==> config.mk <==
export PLATFORM = sky130hd
export DESIGN_NAME = reg_write_arbiter
export DESIGN_NICKNAME = d
export VERILOG_FILES = /design/src/rtl/reg_pkg.sv /design/src/rtl/rr_multi_pick.sv /design/src/rtl/reg_write_arbiter.sv
export SDC_FILE = /design/constraint.sdc
export NUM_CORES = 1
export LEC_CHECK = 0
export ABC_AREA = 1
export BUFFER_PORTS_ARGS = -buffer_cell sky130_fd_sc_hd__buf_2
export CELL_PAD_IN_SITES_DETAIL_PLACEMENT = 1
export CELL_PAD_IN_SITES_GLOBAL_PLACEMENT = 1
export CORE_ASPECT_RATIO = 1.25
export CORE_MARGIN = 3
export CORE_UTILIZATION = 40
export CTS_BUF_LIST = sky130_fd_sc_hd__clkbuf_16
export CTS_CLUSTER_DIAMETER = 150
export DETAILED_ROUTE_END_ITERATION = 6
export GPL_ROUTABILITY_DRIVEN = 0
export PLACE_DENSITY_LB_ADDON = 0.1
export SLEW_MARGIN = 20
export SYNTH_ARGS = -nofsm -noshare
export SYNTH_HDL_FRONTEND = slang
export SYNTH_SLANG_ARGS = --single-unit
==> constraint.sdc <==
create_clock -name clk -period 6.7 [get_ports clk]
set_input_delay 0.67 -clock clk [delete_from_list [all_inputs] [get_ports clk]]
set_output_delay 0.67 -clock clk [all_outputs]
set_load 0.01 [all_outputs]
==> src/rtl/reg_pkg.sv <==
// rtl/reg_pkg.sv - register file shared types and sizing, including write-arbiter request records.
package reg_pkg;

    localparam int WORD_SIZE          = 32;
    localparam int NUM_PHYS_REGS      = 64;
    localparam int PHYS_IDX_W         = $clog2(NUM_PHYS_REGS);
    localparam int REG_WR_ARB_NUM_REQ = 4;

    typedef struct packed {
        logic                  en;
        logic [PHYS_IDX_W-1:0] index_in;
        logic [WORD_SIZE-1:0]  data_in;
    } RegFileWritePort;

    typedef struct packed {
        logic                  valid;
        logic [PHYS_IDX_W-1:0] index;
        logic [WORD_SIZE-1:0]  data;
    } RegWrReq;

endpackage

==> src/rtl/rr_multi_pick.sv <==
// rtl/rr_multi_pick.sv - combinational rotating-priority picker granting up to NUM_PICK requests.
// A candidate whose conflict row overlaps an earlier grant is skipped and the scan continues.
module rr_multi_pick #(
    parameter int NUM_REQ  = 4,
    parameter int NUM_PICK = 2,
    localparam int PTR_W   = (NUM_REQ > 1) ? $clog2(NUM_REQ) : 1
) (
    input  logic [NUM_REQ-1:0]                req,
    input  logic [PTR_W-1:0]                  rr_ptr,
    input  logic [NUM_REQ-1:0][NUM_REQ-1:0]   conflict,
    output logic [NUM_REQ-1:0]                grant,
    output logic [NUM_PICK-1:0]               pick_vld,
    output logic [NUM_PICK-1:0][PTR_W-1:0]    pick_sel,
    output logic [PTR_W-1:0]                  next_ptr
);

    logic [PTR_W:0]   sum;
    logic [PTR_W:0]   nxt;
    logic [PTR_W-1:0] cand;
    int               cnt;

    always_comb begin
        grant    = '0;
        pick_vld = '0;
        pick_sel = '0;
        next_ptr = rr_ptr;
        sum      = '0;
        nxt      = '0;
        cand     = '0;
        cnt      = 0;
        for (int s = 0; s < NUM_REQ; s++) begin
            sum = {1'b0, rr_ptr} + (PTR_W+1)'(s);
            if (sum >= (PTR_W+1)'(NUM_REQ)) begin
                sum = sum - (PTR_W+1)'(NUM_REQ);
            end
            cand = sum[PTR_W-1:0];
            if (req[cand] && (cnt < NUM_PICK) && ((conflict[cand] & grant) == '0)) begin
                for (int k = 0; k < NUM_PICK; k++) begin
                    if (k == cnt) begin
                        pick_vld[k] = 1'b1;
                        pick_sel[k] = cand;
                    end
                end
                grant[cand] = 1'b1;
                cnt         = cnt + 1;
                nxt         = {1'b0, cand} + (PTR_W+1)'(1);
                if (nxt >= (PTR_W+1)'(NUM_REQ)) begin
                    nxt = '0;
                end
                next_ptr = nxt[PTR_W-1:0];
            end
        end
    end

endmodule

==> src/rtl/reg_write_arbiter.sv <==
// rtl/reg_write_arbiter.sv - buffers functional-unit results and round-robins them onto register-file write ports.
// Optional per-requester stall counters under REG_WR_ARB_STATS_EN.
module reg_write_arbiter
    import reg_pkg::*;
#(
    parameter int NUM_REQ         = REG_WR_ARB_NUM_REQ,
    parameter int NUM_WRITE_PORTS = 2,
    parameter int WORD_SIZE       = reg_pkg::WORD_SIZE,
    parameter int NUM_PHYS_REGS   = reg_pkg::NUM_PHYS_REGS,
    localparam int IDX_W          = $clog2(NUM_PHYS_REGS),
    localparam int PTR_W          = (NUM_REQ > 1) ? $clog2(NUM_REQ) : 1
) (
    input  logic                                 clk,
    input  logic                                 rst,
    input  logic [NUM_REQ-1:0]                   req_valid,
    output logic [NUM_REQ-1:0]                   req_ready,
    input  logic [NUM_REQ-1:0][IDX_W-1:0]        req_index,
    input  logic [NUM_REQ-1:0][WORD_SIZE-1:0]    req_data,
    output RegFileWritePort [NUM_WRITE_PORTS-1:0] write_ports
`ifdef REG_WR_ARB_STATS_EN
    ,
    output logic [NUM_REQ-1:0][15:0]             stall_cnt
`endif
);

    RegWrReq [NUM_REQ-1:0]                 buf_q, buf_d;
    logic [PTR_W-1:0]                      rr_ptr_q, rr_ptr_d;
    RegFileWritePort [NUM_WRITE_PORTS-1:0] wp_q, wp_d;

    logic [NUM_REQ-1:0]                    buf_valid;
    logic [NUM_REQ-1:0][NUM_REQ-1:0]       conflict;
    logic [NUM_REQ-1:0]                    grant;
    logic [NUM_WRITE_PORTS-1:0]            pick_vld;
    logic [NUM_WRITE_PORTS-1:0][PTR_W-1:0] pick_sel;
    logic [PTR_W-1:0]                      next_ptr;

    // Arbitration only sees buffered entries, so request-to-write is always two edges.
    always_comb begin
        buf_valid = '0;
        conflict  = '0;
        for (int i = 0; i < NUM_REQ; i++) begin
            buf_valid[i] = buf_q[i].valid;
            for (int j = 0; j < NUM_REQ; j++) begin
                conflict[i][j] = (buf_q[i].index == buf_q[j].index);
            end
        end
    end

    rr_multi_pick #(
        .NUM_REQ  (NUM_REQ),
        .NUM_PICK (NUM_WRITE_PORTS)
    ) u_pick (
        .req      (buf_valid),
        .rr_ptr   (rr_ptr_q),
        .conflict (conflict),
        .grant    (grant),
        .pick_vld (pick_vld),
        .pick_sel (pick_sel),
        .next_ptr (next_ptr)
    );

    assign req_ready   = {NUM_REQ{~rst}} & (~buf_valid | grant);
    assign write_ports = wp_q;

    always_comb begin
        buf_d    = buf_q;
        rr_ptr_d = next_ptr;
        wp_d     = wp_q;
        for (int i = 0; i < NUM_REQ; i++) begin
            if (grant[i]) begin
                buf_d[i].valid = 1'b0;
            end
            if (req_valid[i] && req_ready[i]) begin
                buf_d[i].valid = 1'b1;
                buf_d[i].index = req_index[i];
                buf_d[i].data  = req_data[i];
            end
        end
        // Idle ports drop en but keep their last index/data.
        for (int k = 0; k < NUM_WRITE_PORTS; k++) begin
            wp_d[k].en = pick_vld[k];
            if (pick_vld[k]) begin
                wp_d[k].index_in = buf_q[pick_sel[k]].index;
                wp_d[k].data_in  = buf_q[pick_sel[k]].data;
            end
        end
    end

    always_ff @(posedge clk) begin
        if (rst) begin
            buf_q    <= '0;
            rr_ptr_q <= '0;
            wp_q     <= '0;
        end else begin
            buf_q    <= buf_d;
            rr_ptr_q <= rr_ptr_d;
            wp_q     <= wp_d;
        end
    end

`ifdef REG_WR_ARB_STATS_EN
    logic [NUM_REQ-1:0][15:0] stall_q, stall_d;

    always_comb begin
        stall_d = stall_q;
        for (int i = 0; i < NUM_REQ; i++) begin
            if (buf_valid[i] && !grant[i] && (stall_q[i] != 16'hFFFF)) begin
                stall_d[i] = stall_q[i] + 16'd1;
            end
        end
    end

    always_ff @(posedge clk) begin
        if (rst) begin
            stall_q <= '0;
        end else begin
            stall_q <= stall_d;
        end
    end

    assign stall_cnt = stall_q;
`endif

endmodule

==> flow_metrics.tcl <==
set metrics [dict create \
    overflow 0 \
    cts_tree "built" \
    skew_ns 0.0174 \
    slowest_delay_ns 0.61 \
    synth_top_cell_by_area "dfxtp_1" \
    cp_slowest_cell "dfxtp_1" \
    cts_resized 0 \
    antenna_found_initial 1 \
    crit_path_max_fanout 14 \
    ant_nets 0 \
    crit_path_start_kind "register" \
    synthArstFlopShare 0 \
    fin_crit_ns 5.98 \
    worstMarginPinSlew_ns 1.01 \
    multi_input_area_sq_um 7050 \
    yosys_most_used_dff "dfxtp_1" \
    setup_viol_count_final 0 \
    drcViolationCount 0 \
    yosys_warnings 0 \
    finalMaxSlewViolations 0 \
    wl_um 55600 \
    reg2reg_slack_ns 0.94 \
    hold_viol 0 \
    min_from "req_data[102]" \
    synth_top_area_share 0.338 \
    dr.pass1.iters 5 \
    hpwl_um 38100 \
    syn_nets 2374 \
    required_ns 6.03 \
    netlist_area_sq_um 14000 \
    cts_setup_buffers 0 \
    cts.sinks 236 \
    cts_hold_buf 0 \
    grt_setup_unrepaired "no" \
    ys_ff_latch 236 \
    grt_max_degree 92 \
    cap_violations 0 \
    die_y_um 215 \
    cp_common_cell "nand2_2" \
    initial_core_util 0.411 \
    dieWidth_um 173 \
    vias_per_cell 5.42 \
    synth_edf_count 0 \
    yosysSeqAreaShare 0.338 \
    fmax_mhz 167 \
    ff_latch_area_sq_um 4720 \
    num_rows 75 \
    grt_pass1_vias 16100 \
    synth_cell_type_count 36 \
    port_buffers 239 \
    io_pins 240 \
    postSynthCellCount 2203 \
    clock_path_buffers 3 \
    holdPathEnd "buf_q[123]" \
    cts-root-buf "clkbuf_16" \
    postSynthAreaPerCell_sq_um 6.35 \
    hold_depth 3 \
    drt-initial-drc-count 893 \
    crit_start "rr_ptr_q[0]" \
    finalSetupTns_ns 0 \
    relSlewSlack 0.327 \
    fill_cells 4629 \
    reg2reg_from "rr_ptr_q[0]" \
    clk_pin_slew_worst_paths_ns 0.07 \
    worstSetupEndpointType "primary output" \
    routedWlPerCell_um 19.6 \
    syn2layout_area_growth_pct 15.6 \
    antenna_cells 0 \
    grt_use_total 0.290 \
    hold_slack_ns 0.347 \
    holdCritPathClass "in2reg" \
    core-area_sq_um 34100 \
    reg2reg_depth 34 \
    crit_type "reg2out" \
    synthTopCellsByArea "dfxtp_1, nand3_1, nand2_1" \
    grt_pass1_wl_um 88100 \
    die-area_sq_um 37300 \
    htreeDepth 1 \
    insertion_delay_ns 0.55 \
    synth.most_common_cell "nand3_1" \
    r2r_end "write_ports[40]" \
    yosys-top-cells-count "nand3_1, nand2_1, inv_1" \
    cts_buffers 26 \
    arrival_ns 5.31 \
    min_period_over_period 0.892 \
    finalNetCount 2526 \
    outcome "completed" \
    vias 15400 \
    layout-drive-gt1-share 0.166 \
]
-- state kept, by name, indices dropped and copies added, names as in the netlist --
| name | cells |
|---|---|
| rr_ptr_q | 2 |
| write_ports | 78 |
| buf_q | 156 |
-- layout make-up --
type	instances	share of cell area
clock buffers	27	0.0418
repair buffers	285	0.101
clock inverters	21	0.0119
inverters	349	0.0816
flip-flops and latches	236	0.292
well taps	462	0.0357
multi-input cells	1457	0.436
-- cell families after synthesis --
family / count (synthesis) / synth area share
flops: 236 / 0.338
xor+xnor: 13 / 0.00814
compound gates: 122 / 0.0502
mux: 2 / 0.00143
fa+ha+maj: 13 / 0.0122
buf+inv: 510 / 0.161
simple gates: 1307 / 0.430
-- layer usage --
metal,share of wire,track usage,wire (um)
met5,0.00013,0,7
met4,0.030,0.101,1670
met3,0.050,0.0417,2770
met2,0.50,0.516,27600
met1,0.42,0.358,23500
-- critical path, delay by kind of cell, from the launching register on --
family / cells / cell delay (ns)
and+or+nand+nor: 16 / 1.95
buffers and inverters: 9 / 1.14
adders and majority gates: 2 / 0.64
DFF: 1 / 0.61
AOI/OAI and AO/OA: 4 / 0.39
-- per-stage QoR --
step                      setup slack, ns   util  cell area (sq um)  instances
after floorplan                      1.88      -              14000       2203
final                               0.722  0.475              16200       2837
after detailed placement            0.986  0.449              15300       2789
after global placement               1.30  0.449              15300       2789
after global routing                0.221  0.475              16200       2837
after CTS                           0.706  0.475              16200       2837
-- how the worst max path moves through the flow --
stage / end / cells after the start / slack, ns
5_1_grt: req_ready[0] / 31 / 0.22
3_3_place_gp: write_ports[56] / 34 / 1.30
2_1_floorplan: req_ready[1] / 29 / 1.88
4_1_cts: req_ready[2] / 31 / 0.71
3_5_place_dp: write_ports[55] / 34 / 0.99
6_report: req_ready[2] / 31 / 0.72
-- placed cells by master, fill, tap and decap left out, types with 3 or more instances in the layout --
| cell | instances |
|---|---|
| nand2_1 | 510 |
| bufinv_16 | 4 |
| nor2_2 | 5 |
| nand3_2 | 8 |
| nand2_2 | 19 |
| o21ai_0 | 86 |
| buf_2 | 239 |
| nand4_1 | 9 |
| inv_1 | 336 |
| clkbuf_16 | 27 |
| o21ai_2 | 6 |
| clkinv_2 | 4 |
| xor2_1 | 13 |
| ha_1 | 12 |
| buf_12 | 7 |
| a21oi_1 | 9 |
| clkinv_1 | 7 |
| dfxtp_1 | 236 |
| buf_4 | 39 |
| o21bai_4 | 3 |
| nor2_1 | 39 |
| nand3_1 | 703 |
| a31oi_1 | 6 |
| o21ai_1 | 10 |
| inv_2 | 15 |
| nor2_4 | 6 |
Power is not shown: default switching activity piles up to over one toggle a cycle in this logic, so the estimate is an artifact.
